===== src/rtl/ark_acc_pkg.sv =====
// Shared types and defaults for the accumulator store-drain path.
package ark_acc_pkg;

  typedef enum logic {
    DRN_IDLE = 1'b0,
    DRN_REQ  = 1'b1
  } drain_state_t;

  localparam int DRAIN_DEPTH = 4;

endpackage


===== src/rtl/acc_fifo.sv =====
// Snapshot FIFO: power-of-two ring buffer with a separate level counter so
// full and empty are distinguished exactly.
module acc_fifo
  import ark_acc_pkg::*;
#(
  parameter int W     = 8,
  parameter int DEPTH = DRAIN_DEPTH
) (
  input  logic                   clk,
  input  logic                   rst_n,
  input  logic                   push,
  input  logic                   pop,
  input  logic [W-1:0]           wr_data,
  output logic [W-1:0]           rd_data,
  output logic [$clog2(DEPTH):0] level,
  output logic                   full,
  output logic                   empty
);

  localparam int PW = $clog2(DEPTH);
  localparam int LW = PW + 1;

  logic [W-1:0]  mem_q [DEPTH];
  logic [PW-1:0] wr_ptr_q, wr_ptr_d;
  logic [PW-1:0] rd_ptr_q, rd_ptr_d;
  logic [LW-1:0] level_q, level_d;
  logic          do_push, do_pop;

  assign full    = (level_q == LW'(DEPTH));
  assign empty   = (level_q == '0);
  assign level   = level_q;
  assign rd_data = mem_q[rd_ptr_q];

  // A full FIFO still accepts a push when a pop frees a slot on the same edge.
  assign do_pop  = pop && !empty;
  assign do_push = push && (!full || do_pop);

  always_comb begin
    wr_ptr_d = wr_ptr_q;
    rd_ptr_d = rd_ptr_q;
    level_d  = level_q;
    if (do_push) wr_ptr_d = wr_ptr_q + PW'(1);
    if (do_pop)  rd_ptr_d = rd_ptr_q + PW'(1);
    case ({do_push, do_pop})
      2'b10:   level_d = level_q + LW'(1);
      2'b01:   level_d = level_q - LW'(1);
      default: level_d = level_q;
    endcase
  end

  // NOTE: storage is not reset; the control state guarantees no entry is read before it is written.
  always_ff @(posedge clk) begin
    if (do_push) mem_q[wr_ptr_q] <= wr_data;
  end

  // NOTE: sequential state uses non-blocking assignments only, so every flop samples pre-edge values.
  always_ff @(posedge clk or negedge rst_n) begin
    if (!rst_n) begin
      wr_ptr_q <= '0;
      rd_ptr_q <= '0;
      level_q  <= '0;
    end else begin
      wr_ptr_q <= wr_ptr_d;
      rd_ptr_q <= rd_ptr_d;
      level_q  <= level_d;
    end
  end

endmodule


===== src/rtl/acc_store_drain.sv =====
// Snapshots accumulator values into a FIFO and drains them to data memory
// through a req/ack write port with an auto-incrementing address.
module acc_store_drain
  import ark_acc_pkg::*;
#(
  parameter int W     = 8,
  parameter int A     = 8,
  parameter int DEPTH = DRAIN_DEPTH
) (
  input  logic                   Clk,
  input  logic                   Reset_n,
  input  logic                   Capture,
  input  logic [W-1:0]           AccData,
  input  logic                   LoadBase,
  input  logic [A-1:0]           BaseAddr,
  output logic                   MemWrEn,
  output logic [A-1:0]           MemAddr,
  output logic [W-1:0]           MemData,
  input  logic                   MemAck,
  output logic                   Full,
  output logic                   Empty,
  output logic [$clog2(DEPTH):0] Level,
  output logic                   Overflow,
  output logic                   Busy
);

  localparam int LW = $clog2(DEPTH) + 1;

  drain_state_t  state_q, state_d;
  logic [A-1:0]  addr_q, addr_d;
  logic          overflow_q, overflow_d;
  logic          pop;
  logic          load_ok;
  logic [W-1:0]  head;

  acc_fifo #(.W(W), .DEPTH(DEPTH)) u_fifo (
    .clk     (Clk),
    .rst_n   (Reset_n),
    .push    (Capture),
    .pop     (pop),
    .wr_data (AccData),
    .rd_data (head),
    .level   (Level),
    .full    (Full),
    .empty   (Empty)
  );

  assign Busy    = (state_q != DRN_IDLE) || !Empty;
  assign load_ok = LoadBase && !Busy;

  assign MemWrEn = (state_q == DRN_REQ);
  assign MemAddr = addr_q;
  // Head is masked outside REQ so MemData reads zero from reset without resetting storage.
  assign MemData = (state_q == DRN_REQ) ? head : '0;

  // NOTE: every always_comb output is defaulted first so no path can infer a latch.
  always_comb begin
    state_d    = state_q;
    addr_d     = addr_q;
    overflow_d = overflow_q;
    pop        = 1'b0;

    case (state_q)
      DRN_IDLE: begin
        if (Level != '0) state_d = DRN_REQ;
        if (load_ok)     addr_d  = BaseAddr;
      end
      DRN_REQ: begin
        if (MemAck) begin
          pop    = 1'b1;
          addr_d = addr_q + A'(1);
          // Last entry leaves and nothing arrives on the same edge.
          if ((Level == LW'(1)) && !Capture) state_d = DRN_IDLE;
        end
      end
      default: state_d = DRN_IDLE;
    endcase

    if (load_ok)                     overflow_d = 1'b0;
    else if (Capture && Full && !pop) overflow_d = 1'b1;
  end

  always_ff @(posedge Clk or negedge Reset_n) begin
    if (!Reset_n) begin
      state_q    <= DRN_IDLE;
      addr_q     <= '0;
      overflow_q <= 1'b0;
    end else begin
      state_q    <= state_d;
      addr_q     <= addr_d;
      overflow_q <= overflow_d;
    end
  end

  assign Overflow = overflow_q;

endmodule


===== config.mk =====
export PLATFORM = sky130hd
export DESIGN_NAME = acc_store_drain
export DESIGN_NICKNAME = d
export VERILOG_FILES = /design/src/rtl/ark_acc_pkg.sv /design/src/rtl/acc_fifo.sv /design/src/rtl/acc_store_drain.sv
export SDC_FILE = /design/constraint.sdc
export NUM_CORES = 1
export LEC_CHECK = 0
export CORE_MARGIN = 8
export CORE_UTILIZATION = 55
export CTS_BUF_LIST = sky130_fd_sc_hd__clkbuf_16
export DETAILED_ROUTE_END_ITERATION = 10
export DONT_BUFFER_PORTS = 1
export PLACE_DENSITY = 0.7
export RECOVER_POWER = 25
export SETUP_SLACK_MARGIN = 0.15
export SKIP_CTS_REPAIR_TIMING = 1
export SLEW_MARGIN = 15
export SYNTH_ARGS = -nofsm -noshare
export SYNTH_HDL_FRONTEND = slang
export SYNTH_SLANG_ARGS = --single-unit

===== constraint.sdc =====
create_clock -name Clk -period 2.45 [get_ports Clk]
set_input_delay 0.3675 -clock Clk [delete_from_list [all_inputs] [get_ports Clk]]
set_output_delay 0.3675 -clock Clk [all_outputs]
set_load 0.02 [all_outputs]

==> summary.txt <==
Final antenna-violating net count = 0
Area of placed instances = 2370 um2
Number of cell rows = 23
Reg2reg start = u_fifo.level[1]$_DFFE_PN0P_
Pwr Density = 1300 nW/um2
Die width = 80.9 um
CTS Buffer Depth = 2
Final worst-path cycle share = 0.881
Layout cell share with drive strength beyond 1 = 0.159
# fillers = 297
1st-iter DRT viols = 135
Fmax = 0.464 GHz
Starting Density = 0.575
Crit. path cell count = 2
First-pass GRT wire length = 6980 um
Worst R2R Setup Slack = 0.51 ns
Initial antenna violation count = 0
Pre-CTS setup slack = 0.510 ns
Post-Synth XOR/XNOR Area = 0.0227
FF/Latch Area = 1390 um2
Total of max-cap violations = 0
Clk sinks = 49
Crit path kind = register to output pin
Port bufs = 0
Root buf cell = clkbuf_16
Sequential area share after synthesis = 0.599
Critical Path Source Type = register
Distinct cell type count after synthesis = 45
CP arrival = 1.79 ns
Max-slew violations = 0
Floorplan core area = 4030 um2
DRT Wirelength = 4390 um
R2r endpoint = u_fifo.mem_q[0][6]$_DFFE_PP_
DP HPWL = 3190 um
Crit-path slowest cell = dfrtp_1
Max VDD drop = 0.000639 V
Number of flops mapped to enable cells by yosys = 32
Crit-path max cell delay = 0.68 ns
Mapped Nets = 193
Synth top area share = 0.415
H-tree level count = 2
Clock Skew = 0.00391 ns
Synth Warn # = 0
Vias = 1320
Ant. Diodes = 0
Critical path, cell by cell = mux4_2 -> and2_1
Vias in the first global route = 1352
Remaining DRCs = 0
Grt ovf = 0
Worst-Margin Slew = 0.786 ns
Cells after synthesis = 162
FFs w/ async S/R, synth = 0.347
Crit path buf inv count = 0
Main combinational cell family by area after synthesis = simple AND/OR/NAND/NOR gates
Post-synthesis mux area share = 0.100
R2R depth = 6
Cell accounting for the most synthesized area = edfxtp_1
GPL Wtd Cong = 0.796
Area Growth Syn to Fin = 10.1%
# IOs = 45
#FFs+latches synth = 49
GRT Total Usage = 0.139
Synth area leaders = edfxtp_1 42%, dfrtp_1 18%, mux4_2 7.8%, ha_1 5.4%, and2_1 3.5%
Final Hold Viols = 0
Syn Area/Cell = 14.3 um2
DR WL/cell = 20.0 um
Nets = 200
Post-Synth Adder-Cell Area = 0.0541
Setup crit end = MemData[2]
CP Data Required Time = 2.08 ns
Final hold slack = 0.177 ns
TritonCTS clock tree = yes
Worst-path fanout max = 9
Setup-failing EPs final = 0
Area fraction in compound gates after synthesis = 0.0643
Status = completed
Crit. Startpoint = u_fifo.rd_ptr_q[0]$_DFFE_PN0P_
Worst-Skew Late Latency = 0.28 ns
Final Cell Area = 2550 um2
Main synth FF type = edfxtp_1
CTS Buf Count = 5
Post-layout min period = 2.16 ns
1st-pass router iterations = 4
Multi-input gate area = 855 um2
RSZ-0062 raised after global routing = false
Cell Area, Synth = 2310 um2
CP Capture Type = output pin
Leak Pwr = 0.975 nW
Worst Slack Setup Final = 0.293 ns
Die area = 6540 um2
Reg clk slew, reported paths = 0.06 ns
Hold Crit Class = input port to register
Headroom to the max-slew limit = 0.474
Setup TNS Final = 0 ns
CP delay by family, top = flip-flops
Vias per cell = 6.00
Simple-gate share of the synthesized area = 0.128
Die Height = 80.9 um
Largest net degree at the start of global routing = 20
-- Yosys cell counts (2+ instances only) --
master and instances:
and3_1 3, nand2_1 13, and2_1 13, nand3_1 4
nand4_1 2, a21oi_1 3, o22ai_1 2, nor3_1 2
xnor2_1 4, mux4_2 8, buf_6 2, nor2_1 2
o31ai_1 2, o32ai_1 2, mux2i_1 4, dfrtp_1 17
o21ai_0 3, inv_1 8, xor2_1 2, edfxtp_1 32
ha_1 10
-- per-stage QoR --
stage / power (W) / std cells / util
finish: 0.00331 / 220 / 0.632
floorplan: 0.00233 / 162 / -
CTS: 0.00335 / 219 / 0.630
detailed placement: 0.00258 / 211 / 0.589
global route: 0.00351 / 220 / 0.632
global placement: 0.00253 / 211 / 0.589
-- power by group --
group          total (W)  leakage (nW)  internal, W  switching, W
logic            0.00111         0.408     0.000505      0.000601
clock network   0.000757        0.0775     0.000477      0.000280
registers        0.00145         0.490      0.00112      0.000322
total            0.00331         0.975      0.00211       0.00120
-- worst reg2reg max path: cells and delay by family (launching register included) --
kind	cells	cell delay [ns]
adders and majority gates	1	0.23
buffers and inverters	1	0.07
DFF	1	0.35
and+or+nand+nor	4	0.95
-- cell usage in the layout (no fill, tap or decap), types with 3 or more instances in the layout --
cell type / n
mux2i_1: 4
buf_4: 5
and2_1: 13
edfxtp_1: 32
nand3_1: 4
nand2_1: 13
o21ai_0: 3
a21oi_1: 3
dfrtp_1: 17
ha_1: 10
mux4_2: 8
and3_1: 3
xnor2_1: 4
clkbuf_16: 5
inv_1: 8
-- worst min-delay path by stage --
| stage | from | end | cells past startpoint |
|---|---|---|---|
| 2_1_floorplan | Reset_n | MemAddr[0]$_DFFE_PN0P_ | 0 |
| 3_3_place_gp | Reset_n | MemAddr[6]$_DFFE_PN0P_ | 0 |
| 3_5_place_dp | Reset_n | MemAddr[2]$_DFFE_PN0P_ | 0 |
| 4_1_cts | Reset_n | u_fifo.level[2]$_DFFE_PN0P_ | 0 |
| 5_1_grt | AccData[5] | u_fifo.mem_q[0][5]$_DFFE_PP_ | 0 |
| 6_report | AccData[1] | u_fifo.mem_q[0][1]$_DFFE_PP_ | 0 |
-- sequential cells by signal, summed over array words and instances, names as in the netlist --
signal,cells
u_fifo.rd_ptr_q,2
u_fifo.wr_ptr_q,2
Overflow,1
MemWrEn,1
MemAddr,8
u_fifo.level,3
u_fifo.mem_q,32
-- per-layer routing --
layer,global-route usage,vias up,share of wire
li1,-,617,-
met1,0.174,669,0.42
met2,0.219,28,0.51
met3,0.0508,6,0.059
met4,0.0429,0,0.0057
met5,0,-,0
-- cell families after synthesis --
| family | after synthesis |
|---|---|
| AOI/OAI and AO/OA | 21 |
| xor gates and xnor gates | 6 |
| adders and majority gates | 10 |
| buffers and inverters | 14 |
| DFF | 49 |
| muxes | 13 |
| and+or+nand+nor | 49 |
-- layout make-up --
type,instances,area share
Sequential cell,49,0.544
Multi-Input combinational cell,99,0.335
Clock buffer,5,0.0491
Tap cell,50,0.0246
Timing Repair Buffer,6,0.0187
Clock inverter,3,0.0162
Inverter,8,0.0118
Note: power is estimated with default switching activity, not from simulation.
